`src/rtl/program_loader.sv`:
```
`default_nettype none
// ============================================================================
// Module   : program_loader
// Brief    : Parses framed load packets (SYNC, ADDR, LEN, data..., CSUM) from
//            a byte stream and issues one program-memory write per data byte,
//            holding the CPU while a load is in progress.
//            Optional inter-byte timeout enabled by defining LOADER_TIMEOUT_EN.
// Revision : 1.0 - initial release
// ============================================================================
module program_loader #(
    parameter int          TIMEOUT_CYCLES = 100000,
    parameter logic [7:0]  SYNC_BYTE      = 8'hA5
) (
    input  logic       clk,
    input  logic       reset,
    input  logic [7:0] rx_data,
    input  logic       rx_valid,
    output logic       mem_we,
    output logic [7:0] mem_addr,
    output logic [7:0] mem_wdata,
    output logic       cpu_hold,
    output logic       load_done,
    output logic       load_error,
    output logic       busy
);

    typedef enum logic [2:0] {
        S_IDLE     = 3'd0,
        S_GET_ADDR = 3'd1,
        S_GET_LEN  = 3'd2,
        S_GET_DATA = 3'd3,
        S_GET_CSUM = 3'd4,
        S_ERROR    = 3'd5
    } state_t;

    state_t     r_state;
    logic [7:0] r_base;
    logic [8:0] r_count;       // 1..256 data bytes
    logic [8:0] r_index;
    logic [7:0] r_sum;
    logic       r_mem_we;
    logic [7:0] r_mem_addr;
    logic [7:0] r_mem_wdata;
    logic       r_load_done;
    logic       r_load_error;

    // Running sum including the current byte; wraps at 8 bits by width.
    logic [7:0] w_sum_next;
    logic       w_last_data;
    logic       w_sync;

    assign w_sum_next  = r_sum + rx_data;
    assign w_last_data = ((r_index + 9'd1) == r_count);
    assign w_sync      = rx_valid && (rx_data == SYNC_BYTE);

`ifdef LOADER_TIMEOUT_EN
    localparam int                c_TMO_W    = $clog2(TIMEOUT_CYCLES + 1);
    localparam logic [c_TMO_W-1:0] c_TMO_LAST = c_TMO_W'(TIMEOUT_CYCLES - 1);

    logic [c_TMO_W-1:0] r_tmo;
    logic               w_in_frame;

    assign w_in_frame = (r_state == S_GET_ADDR) || (r_state == S_GET_LEN) ||
                        (r_state == S_GET_DATA) || (r_state == S_GET_CSUM);
`endif

    // Frame parser FSM with registered write strobe, status and data outputs.
    always_ff @(posedge clk) begin
        if (!reset) begin
            r_state      <= S_IDLE;
            r_base       <= 8'd0;
            r_count      <= 9'd0;
            r_index      <= 9'd0;
            r_sum        <= 8'd0;
            r_mem_we     <= 1'b0;
            r_mem_addr   <= 8'd0;
            r_mem_wdata  <= 8'd0;
            r_load_done  <= 1'b0;
            r_load_error <= 1'b0;
`ifdef LOADER_TIMEOUT_EN
            r_tmo        <= '0;
`endif
        end else begin
            r_mem_we    <= 1'b0;
            r_load_done <= 1'b0;

            case (r_state)
                // IDLE and ERROR both wait for a SYNC; anything else is dropped.
                S_IDLE, S_ERROR: begin
                    if (w_sync) begin
                        r_state      <= S_GET_ADDR;
                        r_load_error <= 1'b0;
                    end
                end
                S_GET_ADDR: begin
                    if (rx_valid) begin
                        r_base  <= rx_data;
                        r_sum   <= rx_data;
                        r_state <= S_GET_LEN;
                    end
                end
                S_GET_LEN: begin
                    if (rx_valid) begin
                        // A zero length byte encodes a full 256-byte page.
                        r_count <= {(rx_data == 8'd0), rx_data};
                        r_sum   <= w_sum_next;
                        r_index <= 9'd0;
                        r_state <= S_GET_DATA;
                    end
                end
                S_GET_DATA: begin
                    if (rx_valid) begin
                        r_mem_we    <= 1'b1;
                        r_mem_addr  <= r_base + r_index[7:0];
                        r_mem_wdata <= rx_data;
                        r_sum       <= w_sum_next;
                        r_index     <= r_index + 9'd1;
                        if (w_last_data) begin
                            r_state <= S_GET_CSUM;
                        end
                    end
                end
                S_GET_CSUM: begin
                    if (rx_valid) begin
                        if (w_sum_next == 8'd0) begin
                            r_state     <= S_IDLE;
                            r_load_done <= 1'b1;
                        end else begin
                            r_state      <= S_ERROR;
                            r_load_error <= 1'b1;
                        end
                    end
                end
                default: r_state <= S_IDLE;
            endcase

`ifdef LOADER_TIMEOUT_EN
            // Inter-byte watchdog: any received byte restarts it; it only runs
            // while a frame is open and forces ERROR when the gap is too long.
            if (!w_in_frame || rx_valid) begin
                r_tmo <= '0;
            end else if (r_tmo == c_TMO_LAST) begin
                r_tmo        <= '0;
                r_state      <= S_ERROR;
                r_load_error <= 1'b1;
            end else begin
                r_tmo <= r_tmo + 1'b1;
            end
`endif
        end
    end

    assign mem_we     = r_mem_we;
    assign mem_addr   = r_mem_addr;
    assign mem_wdata  = r_mem_wdata;
    assign load_done  = r_load_done;
    assign load_error = r_load_error;
    assign busy       = (r_state != S_IDLE);
    assign cpu_hold   = (r_state != S_IDLE);

endmodule
`default_nettype wire

```
`config.mk`:
```
export PLATFORM = sky130hd
export DESIGN_NAME = program_loader
export DESIGN_NICKNAME = d
export VERILOG_FILES = /design/src/rtl/program_loader.sv
export SDC_FILE = /design/constraint.sdc
export NUM_CORES = 1
export LEC_CHECK = 0
export BUFFER_PORTS_ARGS = -buffer_cell sky130_fd_sc_hd__buf_2
export CORE_ASPECT_RATIO = 0.75
export CORE_MARGIN = 2
export CORE_UTILIZATION = 25
export DETAILED_ROUTE_END_ITERATION = 12
export SYNTH_ARGS = -nofsm -noshare
export SYNTH_HDL_FRONTEND = slang
export SYNTH_SLANG_ARGS = --single-unit
```
`constraint.sdc`:
```
create_clock -name clk -period 3.02 [get_ports clk]
set_clock_uncertainty 0.1 [all_clocks]
set_input_delay 0.151 -clock clk [delete_from_list [all_inputs] [get_ports clk]]
set_output_delay 0.151 -clock clk [all_outputs]
set_load 0.03 [all_outputs]
```
# After elaboration in Yosys (flattened, before gate mapping)
# Cells that the tools add are included.
# word_totals
ff_bits	56
in_bits	11
out_inout_bits	21
# op_classes
n_eq_ne	15
mux	20
n_addsub	3
n_reduce_logical	19
# op_table
op	count
$mux W3	7
$mux W9	2
$pmux W9 S2	1
$add A8 B8 Y8	2
$logic_not A8 Y1	2
$mux W8	2
$pmux W8 S2	1
$pmux W3 S5	1
$ne A2 B2 Y1 const B	7
$add A9 B1 Y9 const B	1
$eq A9 B9 Y1	1
$reduce_and A3 Y1	3
$eq A8 B8 Y1 const B	1
$reduce_and A2 Y1	4
$eq A3 B2 Y1 const B	2
$eq A3 B3 Y1 const B	2
$reduce_and A6 Y1	1
$reduce_bool A2 Y1	3
$mux W1	5
$reduce_and A4 Y1	1
$reduce_or A2 Y1	2
$eq A3 B1 Y1 const B	1
$logic_not A3 Y1	1
$reduce_bool A3 Y1	1
other kinds (3)	3

# Longest topological paths before layout
# Gate-level depths: netlist of the first run.
# depth
depth_word	5
ltp_mapped	9
ltp_nobuf	9

# Least setup slack after synthesis of the first run
# OpenSTA, ideal clock, no wires.
# synth_timing
path_type	reg-to-reg
from	register r_sum[0]
to	register r_load_error (netlist: load_error)
t_arrival_ns	2.048
required_ns	2.801
setup_ns	0.119
path_buffers	0
stages_incl_launch_ff	10
path_slack_ns	0.753
cell_sequence	dfxtp_1 -> ha_1 -> inv_1 -> fa_1 -> nand2b_1 -> a21oi_1 -> o211ai_1 -> nor4b_2 -> a21oi_1 -> o221a_2
# synth_via
elab_chain_len	4
# synth_rtl
item	line_no	text
start: declaration	40	logic [7:0] r_sum;
start signal: assignment	98	r_sum <= rx_data;
start signal: assignment	106	r_sum <= w_sum_next;
start signal: assignment	116	r_sum <= w_sum_next;
$add A8 B8 Y8	52	assign w_sum_next = r_sum + rx_data;
$logic_not A8 Y1	125	if (w_sum_next == 8'd0) begin
$ne A2 B2 Y1 (no source line)	-	
$reduce_and A4 Y1 (no source line)	-	
end signal: assignment	79	r_load_error <= 1'b0;
end signal: assignment	92	r_load_error <= 1'b0;
end signal: assignment	130	r_load_error <= 1'b1;
end: declaration	45	logic r_load_error;
# No other way between the ends.
# A chain may end at the register's enable or synchronous reset.

# Worst setup path after layout of the first run
# Ends and elaborated chain as after synthesis.

==> metrics list, run 1 <==
- Outcome: finished clean
- Number of synthesized flops with an enable pin: 0
- Static leakage: ~1.4 nW
- Count of antenna diodes in the layout: 0
* Num ports: 32
* Via count: 2894
* Mapped Avg Cell Area: approximately 8.2 sq um
- Number of global-route vias before repair: about 2800
- Entering global routing, the biggest net connects 34 pins.
- Most instantiated flip-flop cell in the synthesis netlist: sky130_fd_sc_hd__dfxtp_1
- Area overhead of the layout relative to synthesis: 14.18%
* Final Cycle Share: a little over four fifths
- Total power consumption of the routed design: around 2.0 mW
- Counting the fill cells in the layout gives roughly 1400.
* Number of clock sinks: 56
- Measured against its own limit, the worst slew margin works out to just over 50%.
- Gate Count Post-Synth: between 400 and 500
* Maximum resistive drop on vdd: between 0.2 and 0.3 mV
- STA classifies the critical path startpoint as a flip-flop.
- Once the clock tree was built, the setup fixing pass inserted 0 buffers.
- Detailed router's first-iteration violation count: 149
- Max-cap violations in this run came to 0.
* Transition at the pin with the smallest max-transition slack: approximately 0.74 ns
* Start of the worst register-to-register path: r_sum[0]
* Row count: 36
- Number of buffers created by CTS: 5
- Commonest cells after routing, fill and taps aside: 74 x sky130_fd_sc_hd__nand2_1, 56 x sky130_fd_sc_hd__dfxtp_1, 31 x sky130_fd_sc_hd__buf_2
* Sequential cell area fraction in the yosys report: 34.07%
- CP endpoint kind: flip-flop
- For this configuration, the core starts out at a cell density of roughly a quarter.
- Hold-critical path depth: 3
- Clock tree synthesis selected as its root buffer the cell sky130_fd_sc_hd__clkbuf_16.
- First-pass GRT wire length: around 14 mm
- TritonCTS built the clock tree.
* Top fanout value on the critical path: 4
* Antenna violations before repair: 0
* Die Width: about 140 um
- Power Dens Cells: between 500 and 600 nW/um^2
- Count of state elements after synthesis: 56
- In this run switching power makes up about a third of total power.
- The max-slew violation total from the final report was 0.
- The first detailed-routing pass took 4 iterations.
* Clock transition time at the flip-flop clock pins of the worst setup and hold paths: roughly 0.08 ns
* Ys Warns: 0
- Sequential power share: 42.3%
- Timing-limited maximum frequency: around 400 MHz
* Switching power: ~680 uW
- Number of buffers on the longest clock path: 2
- Dividing the detail-routed wire length by the instance count gives about 14 um.
- The cell area that synthesis handed to floorplanning was around 3300 sq um.
* Area of the die: around 14000 sq um
- The critical path is of the reg -> reg type.
- Synthesis produced a netlist with a net count of 431.
- The count of final hold-check violations is 0.
* Sum of negative setup slack: 0 ns
- Source of the worst hold timing path: rx_data[1]
- The critical path starts at r_sum[0].
* Proportion of power drawn by combinational gates: 27.0%
- Time the final worst path needs with I/O delays and setup: approximately 2.5 ns
- For the worst setup path, the data arrival time is ~2.6 ns.
- Number of buffers added to fix hold violations after cts: 0
- Distinct cell type count of the synthesized netlist: 60
* Total Routing Usage GR: around an eighth
- The die is between 100 and 150 um tall.
* Share of post-route cells with drive strength above 1: around 13%
- Total number of nets in the final design: 452
* Worst Reg-to-Reg Cells: 9
* Share of power burned in the clock network: between 30 and 40%
- Pint: between 1 and 1.5 mW
* H-tree lvl count: 2
- Routed wire length: 8.344 mm
- In the routed design, unresolved DRC markers number 0.
* Count of input and output buffers: 31
- The library cell used most frequently in the layout, excluding fill and tap cells, is sky130_fd_sc_hd__nand2_1.
- Final setup viols: 0
* HPWL reported at the end of detailed placement: ~6.2 mm
* Hold crit path type: in -> reg
- The clock reaches the later pin of the worst-skew pair after roughly 0.30 ns.
* Unrepaired setup endpoints after global routing: false
- The count of nets left with antenna violations once routing finished came out at 0.
- Placeable core area: between 10000 and 15000 sq um
- Async set or reset register ratio after synthesis: 0%
- After detailed routing, the number of vias per cell comes to about 5.
- After global routing the overflow that remains totals 0.
- Post-CTS repair changed the size of 0 cells.
- The congestion estimate from routability-driven global placement came to approximately 0.83.
- Data on the critical path is required at its endpoint by 3.11 ns.
## final timing paths
check                  to  slack [ns]
min            r_count[1]        0.06
min reg2reg  mem_wdata[6]        0.37
max            load_error        0.48
max reg2reg    load_error        0.48
## cell families (layout without fill, tap and decap cells)
group / after synthesis / count (layout) / share of synthesized area [%]
DFF: 56 / 56 / 34.07
adders and majority gates: 17 / 17 / 6.920
xor gates and xnor gates: 22 / 22 / 5.856
AOI/OAI and AO/OA: 112 / 112 / 24.30
muxes: 4 / 4 / 1.217
buffers and inverters: 36 / 58 / 4.411
and+or+nand+nor: 156 / 156 / 23.23
## state kept, by name, summed over array words and instances, names as in the netlist
name / flops
r_base: 8
r_sum: 8
mem_addr: 8
mem_we: 1
load_error: 1
r_state: 3
r_count: 9
r_index: 9
load_done: 1
mem_wdata: 8
## metrics by stage
step | cells | setup slack, ns | area (sq um) | utilization, % | hold slack (ns)
CTS | 596 | 0.4907 | 3757 | 29.07 | 0.06180
finish | 596 | 0.4791 | 3757 | 29.07 | 0.06145
detailed placement | 588 | 0.5050 | 3605 | 27.88 | 0.3583
global route | 596 | 0.2815 | 3757 | 29.07 | 0.06941
floorplan | 403 | 0.7528 | 3291 | - | 0.1959
global placement | 588 | 0.5868 | 3605 | 27.88 | 0.3507
## worst max-delay path, stage by stage, from the launching register on
cell	delay [ns]
sky130_fd_sc_hd__dfxtp_1	0.35
sky130_fd_sc_hd__ha_1	0.18
sky130_fd_sc_hd__inv_1	0.06
sky130_fd_sc_hd__fa_1	0.38
sky130_fd_sc_hd__nand2b_1	0.20
sky130_fd_sc_hd__a21oi_1	0.15
sky130_fd_sc_hd__o211ai_1	0.15
sky130_fd_sc_hd__nor4b_2	0.48
sky130_fd_sc_hd__a21oi_1	0.13
sky130_fd_sc_hd__o221a_2	0.25
## cells in the mapped netlist (4+ instances only)
cell type | n | area share [%]
sky130_fd_sc_hd__a21boi_0 | 29 | 6.6
sky130_fd_sc_hd__a21oi_1 | 12 | 1.8
sky130_fd_sc_hd__and2_1 | 5 | 0.95
sky130_fd_sc_hd__and3_1 | 5 | 0.95
sky130_fd_sc_hd__buf_2 | 5 | 0.76
sky130_fd_sc_hd__clkbuf_1 | 16 | 1.8
sky130_fd_sc_hd__dfxtp_1 | 56 | 34
sky130_fd_sc_hd__ha_1 | 15 | 5.7
sky130_fd_sc_hd__inv_1 | 14 | 1.6
sky130_fd_sc_hd__mux2i_1 | 4 | 1.2
sky130_fd_sc_hd__nand2_1 | 74 | 8.4
sky130_fd_sc_hd__nand2b_1 | 6 | 1.1
sky130_fd_sc_hd__nand3_1 | 8 | 1.2
sky130_fd_sc_hd__nor2_1 | 22 | 2.5
sky130_fd_sc_hd__nor2b_1 | 5 | 0.95
sky130_fd_sc_hd__nor3_1 | 9 | 1.4
sky130_fd_sc_hd__o211a_1 | 4 | 1.2
sky130_fd_sc_hd__o211ai_1 | 5 | 1.1
sky130_fd_sc_hd__o21a_1 | 7 | 1.6
sky130_fd_sc_hd__o21ai_0 | 24 | 3.7
sky130_fd_sc_hd__o31ai_1 | 4 | 0.91
sky130_fd_sc_hd__or3_1 | 4 | 0.76
sky130_fd_sc_hd__xnor2_1 | 13 | 3.5
sky130_fd_sc_hd__xor2_1 | 9 | 2.4
## layer usage
layer  part of all wire [%]  wire length (um)  global-route usage [%]
met1                     51              4283                   17.74
met2                     44              3684                   19.73
met3                    3.6               300                   2.485
met4                   0.91                76                   3.285
met5                      0                 0                       0
## power by group through the flow
| stage | Clock [mW] | Sequential, mW | Combinational (mW) |
|---|---|---|---|
| 2_1_floorplan | 0 | 0.836 | 0.435 |
| 3_3_place_gp | 0 | 0.857 | 0.527 |
| 3_5_place_dp | 0 | 0.859 | 0.539 |
| 4_1_cts | 0.620 | 0.843 | 0.539 |
| 5_1_grt | 0.661 | 0.853 | 0.601 |
| 6_report | 0.613 | 0.843 | 0.538 |
## cell type report
type | instances | area, sq um | share of cell area (%)
Multi-Input combinational cell | 311 | 2024 | 53.88
Tap cell | 171 | 214.0 | 5.694
Clock inverter | 3 | 27.53 | 0.7326
Sequential cell | 56 | 1121 | 29.84
Timing Repair Buffer | 36 | 192.7 | 5.128
Clock buffer | 5 | 125.1 | 3.330
Inverter | 14 | 52.55 | 1.399
Note: power is estimated with default switching activity, not from simulation.
==> inputs of run 2 (changes only) <==
clock period = 2.2 ns   (was 3.02 ns; I/O delays follow)
==> metrics list, run 2 (synthesis results as in run 1) <==
- The checks that failed: negative setup slack.
* Top fanout value on the critical path: 4 (unchanged)
* Data arrival time at the worst-slack endpoint: 2.42 ns (-0.22 ns)
- The ratio of total power to cell area was 717.7 nW/um^2 (+35%).
- The number of vias per cell after detailed routing is 4.911 (+1.1%).
- The register-to-register path setup slack was -0.13 ns (-0.60 ns).
* CP endpoint kind: flip-flop
- Number of detailed-routing iterations run before antenna repair: 4 (unchanged)
* Count of input and output buffers: 31 (unchanged)
- The met1 wire length was 4.511 mm (+5.3%).
- Insertion delay of the later-clocked pin in the worst-skew pair: 0.30 ns (about the same)
* Hold path endpoint: load_done
* Final Cycle Share: 105.7% (+22 points)
- The leakage component of the power was 1.624 nW (+13%).
- The path depth of the worst reg2reg path was 9 (unchanged).
- Num ports: 32 (unchanged)
* Hold crit path type: in -> reg
* Time the final worst path needs with I/O delays and setup: 2.325 ns (-0.2157 ns)
* Antenna violations before repair: 0 (unchanged)
* Clock tree from TritonCTS: done
- The placed instance count came to 617 (+4.9%).
- The average routed wire per standard cell was 14.50 um (+3.6%).
- The total negative slack came to -0.3207 ns (-0.3207 ns).
* Grt ovf: 0 (unchanged)
- Unrepaired setup endpoints after global routing: true
- Total power consumption of the routed design: 2.923 mW (+47%)
* H-tree lvl count: 2 (unchanged)
- Non-filler cells in the finished layout: 627 (+5.2%)
* Uppermost metal layer occupied by signal nets: met4
- The core occupancy in the finished layout was 31.50% (+2.4 points).
- The number of stages on the worst hold path came to 3 (unchanged).
- FF-to-FF End: load_error
- In this run the clock root is driven by a sky130_fd_sc_hd__clkbuf_16.
- The wire length on met3 came to 386 um (+29%).
- The run finished, with violations left.
- The final setup violation count came to 3 (+3).
* Count of antenna diodes in the layout: 0 (unchanged)
* Summed area of non-filler cells in the final layout: 4073 sq um (+8.4%)
- Max_cap viols: 0 (unchanged)
- Area overhead of the layout relative to synthesis: 23.76%
- The total number of vias came to 3079 (+6.4%).
* Relative max-transition margin: 62.76% (+12 points)
- The final setup slack of the worst path came to -0.1252 ns (-0.6043 ns).
- Total number of nets in the final design: 483 (+6.9%)
- Timing-limited maximum frequency: 430.1 MHz (+9.3%)
- Number of clock sinks: 56 (unchanged)
* Number of buffers on the longest clock path: 2 (unchanged)
- The detailed-route wire length is 9.093 mm (+9.0%).
- The area inside the core boundary is 12930 sq um (unchanged).
* Number of buffers created by CTS: 5 (unchanged)
- The routability-driven placement congestion ratio came to 0.8038 (-3.6%).
* Number of global-route vias before repair: 2992 (+7.9%)
* Total count of max-transition violations in the final report: 0 (unchanged)
- The share of final-layout standard cells stronger than drive strength 1 came to 21.93% (+9.2 points).
* Detail Route met2 WL: 4.109 mm (+12%)
- Post-route ant nets: 0 (unchanged)
- The estimated wirelength of the detail-placed design is 6.600 mm (+6.4%).
- Clock transition time at the flip-flop clock pins of the worst setup and hold paths: 0.08 ns (about the same)
- The largest net degree at the start of global routing came to 39 (+15%).
- The worst hold path begins at rx_valid.
- The transition time at the pin with the least slew margin is 0.5528 ns (-0.1864 ns).
* Worst slack at placement: -0.2302 ns (-0.7352 ns)
* Area of the die: 14110 sq um (unchanged)
- The starting utilization of the core area is 25.45% (unchanged).
- Leading cell type in the layout, fill and taps excluded: sky130_fd_sc_hd__nand2_1
- The final hold slack was 0.04506 ns (-0.01638 ns).
- First-pass GRT wire length: 14.84 mm (+6.1%)
- The number of DRC markers in iteration 0 was 129 (-13%).
* Start of the worst register-to-register path: r_sum[0]
* Required time worst endpoint: 2.29 ns (-0.82 ns)
- The post-cts hold buffer count came to 0 (unchanged).
- The aggregate global-route resource usage is 13.33% (+0.75 points).
- Commonest cells after routing, fill and taps aside: 74 x sky130_fd_sc_hd__nand2_1, 54 x sky130_fd_sc_hd__dfxtp_1, 36 x sky130_fd_sc_hd__buf_4
* Critical path class: reg -> reg
- Die Width: 136.5 um (unchanged)
* Hold violation total from the final report: 0 (unchanged)
- The vertical die dimension is 103.4 um (unchanged).
- The worst setup path is launched from a flip-flop.
- The number of fill cells came to 1355 (-3.7%).
- Placed standard-cell area: 3831 sq um (+6.3%)
- The largest registers in the layout are r_count: 9 flops, r_index: 9 flops.
- DRC errors left: 0 (unchanged)
* Maximum resistive drop on vdd: 0.3034 mV (+19%)
- Worst setup path start: r_sum[0]
- The cell row count was 36 (unchanged).
run 2: cell types whose count changed in the layout (fill, tap and decap cells not counted), moves of 2 or more:
cell                      before  now
sky130_fd_sc_hd__a21oi_2       0    3
sky130_fd_sc_hd__dfxtp_1      56   54
sky130_fd_sc_hd__fa_1          2    0
sky130_fd_sc_hd__a21oi_1      12    9
sky130_fd_sc_hd__fa_2          0    2
sky130_fd_sc_hd__buf_4         5   36
run 2: layout make-up:
type                       instances  area (sq um)  share of cell area [%]
clock buffer                       5         125.1                   3.072
clock inverter                     3         27.53                  0.6759
timing repair buffer              67         425.4                   10.45
inverter                          14         52.55                   1.290
sequential                        56          1126                   27.65
tap                              171         214.0                   5.253
multi-input combinational        311          2102                   51.61
run 2: worst max-delay path by stage:
stage | to | cells after the start
floorplan | r_state[0] | 9
detailed placement | load_error | 9
CTS | load_error | 9
global route | load_error | 9
global placement | load_error | 9
finish | load_error | 9
run 2: what timing repair did:
item                                    CTS  global route
endpoints found under the setup margin    5             8
gates resized for setup                   8            12
setup buffers                             2             1
pin swaps                                11             8
run 2: where the power goes:
part / switching (mW) / internal (mW)
Combinational: 0.527 / 0.402
Clock: 0.414 / 0.434
Sequential: 0.0653 / 1.08
run 2: metal layers:
metal / up-vias / global-route usage [%]
li1: 1524 / -
met1: 1476 / 18.16
met2: 71 / 21.69
met3: 8 / 2.680
met4: 0 / 3.446
met5: - / 0
run 2: critical path, cell delays in order (launching register included):
cell                       delay [ns]
sky130_fd_sc_hd__dfxtp_2         0.36
sky130_fd_sc_hd__ha_4            0.13
sky130_fd_sc_hd__inv_2           0.04
sky130_fd_sc_hd__fa_2            0.36
sky130_fd_sc_hd__nand2b_4        0.17
sky130_fd_sc_hd__a21oi_2         0.11
sky130_fd_sc_hd__o211ai_1        0.15
sky130_fd_sc_hd__nor4b_4         0.47
sky130_fd_sc_hd__a21oi_2         0.09
sky130_fd_sc_hd__o221a_2         0.23
==> inputs of run 3 (changes only) <==
--- a/config.mk
+++ b/config.mk
@@ -7,8 +7,11 @@
 export LEC_CHECK = 0
 export BUFFER_PORTS_ARGS = -buffer_cell sky130_fd_sc_hd__buf_2
+export CELL_PAD_IN_SITES_DETAIL_PLACEMENT = 0
+export CELL_PAD_IN_SITES_GLOBAL_PLACEMENT = 1
 export CORE_ASPECT_RATIO = 0.75
 export CORE_MARGIN = 2
 export CORE_UTILIZATION = 25
 export DETAILED_ROUTE_END_ITERATION = 12
+export PLACE_DENSITY_LB_ADDON = 0.1
 export SYNTH_ARGS = -nofsm -noshare
 export SYNTH_HDL_FRONTEND = slang
==> constraint.sdc (replaced) <==
create_clock -name clk -period 2.2 [get_ports clk]
set_clock_uncertainty 0.1 [all_clocks]
set_input_delay 0.11 -clock clk [delete_from_list [all_inputs] [get_ports clk]]
set_output_delay 0.11 -clock clk [all_outputs]
set_load 0.02 [all_outputs]
==> metrics list, run 3 (synthesis results as in run 1) <==
- The flow ran to the end, but the final reports show violations.
- Violated checks: negative setup slack
- The total number of vias came to 3014 (-2.1%).
- The starting utilization of the core area was 25.45% (unchanged).
- The final hold slack was 0.04656 ns (+0.001500 ns).
* Num ports: 32 (unchanged)
- Row count: 36 (unchanged)
- Routed wire length: 9.791 mm (+7.7%)
- Non-filler cells in the finished layout: 644 (+2.7%)
* Hold crit path type: in -> reg
* Number of detailed-routing iterations run before antenna repair: 5 (+1)
- Hold violation total from the final report: 0 (unchanged)
- The estimated wirelength of the detail-placed design came to 7.423 mm (+12%).
- The root buffer cell chosen for the clock tree is sky130_fd_sc_hd__clkbuf_16.
- Number of buffers created by CTS: 5 (unchanged)
- Number of global-route vias before repair: 2905 (-2.9%)
- Top fanout value on the critical path: 4 (unchanged)
- The CTS clock-pin slew for the worst setup and hold paths is 0.08 ns (about the same).
- Proportion of power drawn by combinational gates: 31.8% (about the same)
- The final setup violation count came to 3 (unchanged).
* Data arrival time at the worst-slack endpoint: 2.43 ns (about the same)
- The post-route antenna net violation count was 0 (unchanged).
- Switching power: 991.3 uW (-1.5%)
- The area inside the core boundary came to 12930 sq um (unchanged).
- Grt ovf: 0 (unchanged)
- The number of inserted diodes is 0 (unchanged).
* First-pass GRT wire length: 15.95 mm (+7.4%)
* Total number of nets in the final design: 500 (+3.5%)
- TritonCTS built the clock tree.
- The maximum VDD drop is 0.3456 mV (+14%).
- The worst endpoint required time is 2.29 ns (about the same).
* Mean routed wirelength per cell: 15.20 um (+4.8%)
* Timing-limited maximum frequency: 426.9 MHz (-0.74%)
- Register-to-register setup slack: -0.14 ns (-0.02 ns)
- Top flop regs: r_count: 9 flops, r_index: 9 flops
* Max_cap viols: 0 (unchanged)
* Unrepaired setup endpoints after global routing: true
* Area overhead of the layout relative to synthesis: 30.15%
* Final weighted congestion in routability-driven placement: 0.7649 (-4.8%)
- Total Routing Usage GR: 14.76% (+1.4 points)
- Number of buffers on the longest clock path: 2 (unchanged)
- DRC errors left: 0 (unchanged)
- The number of vias per cell after detailed routing is 4.680 (-4.7%).
- CP endpoint kind: flip-flop
* Pin count of the biggest net entering global routing: 30 (-23%)
- Pint: 2.102 mW (+9.7%)
- Commonest cells after routing, fill and taps aside: 74 x sky130_fd_sc_hd__nand2_1, 54 x sky130_fd_sc_hd__dfxtp_1, 53 x sky130_fd_sc_hd__buf_4
- The ratio of total power to cell area is 722.2 nW/um^2 (+0.63%).
- The worst setup path is of the reg -> reg kind.
- Vertical extent of the die: 103.4 um (unchanged)
- The x dimension of the die is 136.5 um (unchanged).
- The total clock sinks came to 56 (unchanged).
- Detailed router's first-iteration violation count: 132 (+2.3%)
* H-tree lvl count: 2 (unchanged)
* Insertion delay of the later-clocked pin in the worst-skew pair: 0.30 ns (about the same)
* Time the final worst path needs with I/O delays and setup: 2.343 ns (+0.01744 ns)
* Relative max-transition margin: 51.09% (-12 points)
- Sequential power share: 36.8% (-2.4 points)
- The final setup slack of the worst path was -0.1426 ns (-0.01744 ns).
- Total count of max-transition violations in the final report: 0 (unchanged)
- The transition time at the pin with the least slew margin came to 0.7260 ns (+0.1732 ns).
* Leading cell type in the layout, fill and taps excluded: sky130_fd_sc_hd__nand2_1
* Count of input and output buffers: 31 (unchanged)
* Switching share of power: 32.05% (-2.4 points)
* Count of placed standard cells including taps: 635 (+2.9%)
* Share of power burned in the clock network: 31.4% (+2.4 points)
* Area of the die: 14110 sq um (unchanged)
- Static leakage: 1.728 nW (+6.4%)
- The worst setup path is launched from a flip-flop.
- The initial antenna violation count is 0 (unchanged).
- Share of post-route cells with drive strength above 1: 26.22% (+4.3 points)
- Final Cycle Share: 106.5% (+0.79 points)
-- run 3: area by class of cell --
class | instances | area (sq um)
Clock inverter | 2 | 38.79
Sequential cell | 56 | 1124
Inverter | 14 | 52.55
Timing Repair Buffer | 84 | 553.0
Clock buffer | 6 | 138.9
Multi-Input combinational cell | 311 | 2162
Fill cell | 1403 | 8645
Tap cell | 171 | 214.0
-- run 3: final timing paths --
| check | startpoint | cells after the start | end |
|---|---|---|---|
| worst max-delay path | r_sum[0] | 9 | load_error |
| worst min-delay path | rx_valid | 3 | load_done |
| worst max register to register | r_sum[0] | 9 | load_error |
| worst min register to register | mem_wdata[0] | 2 | mem_wdata[0] |
-- run 3: timing repair --
item / 4_1_cts / 5_1_grt
setup buffers: 2 / 1
hold endpoints to repair: 0 / 0
pin swaps: 12 / 8
resized for setup: 16 / 15
setup endpoints to repair: 9 / 11
hold buffers: 0 / 0
-- run 3: metal layers --
| metal | part of all wire, % | vias up | GRT usage (%) |
|---|---|---|---|
| li1 | - | 1557 | - |
| met1 | 56 | 1403 | 22.40 |
| met2 | 39 | 47 | 21.35 |
| met3 | 3.7 | 7 | 3.070 |
| met4 | 0.84 | 0 | 3.045 |
| met5 | 0 | - | 0 |
-- run 3: through the flow --
| stage | setup slack, ns | power, mW | cell area [sq um] | TNS, ns | util [%] |
|---|---|---|---|---|---|
| global route | -0.2222 | 3.294 | 4283 | -0.6905 | 33.13 |
| CTS | -0.1186 | 3.125 | 4214 | -0.2387 | 32.60 |
| global placement | -0.1719 | 2.081 | 3966 | -0.4195 | 30.68 |
| floorplan | -0.008161 | 1.740 | 3299 | -0.008161 | - |
| finish | -0.1426 | 3.093 | 4283 | -0.3011 | 33.13 |
| detailed placement | -0.2320 | 2.079 | 3966 | -0.8164 | 30.68 |
-- run 3: power groups by stage --
stage / clock, mW / combinational, mW / sequential (mW)
after floorplan: 0 / 0.594 / 1.15
after global placement: 0 / 0.922 / 1.16
after detailed placement: 0 / 0.919 / 1.16
after CTS: 1.01 / 0.977 / 1.14
after global routing: 1.05 / 1.10 / 1.15
final: 0.970 / 0.985 / 1.14
-- run 3: worst max-delay path, cell delays in order, from the launching register on --
cell	delay, ns
sky130_fd_sc_hd__dfxtp_2	0.36
sky130_fd_sc_hd__ha_4	0.14
sky130_fd_sc_hd__inv_2	0.04
sky130_fd_sc_hd__fa_2	0.36
sky130_fd_sc_hd__nand2b_4	0.17
sky130_fd_sc_hd__a21oi_2	0.12
sky130_fd_sc_hd__o211ai_1	0.15
sky130_fd_sc_hd__nor4b_4	0.46
sky130_fd_sc_hd__a21oi_1	0.12
sky130_fd_sc_hd__o221a_2	0.23
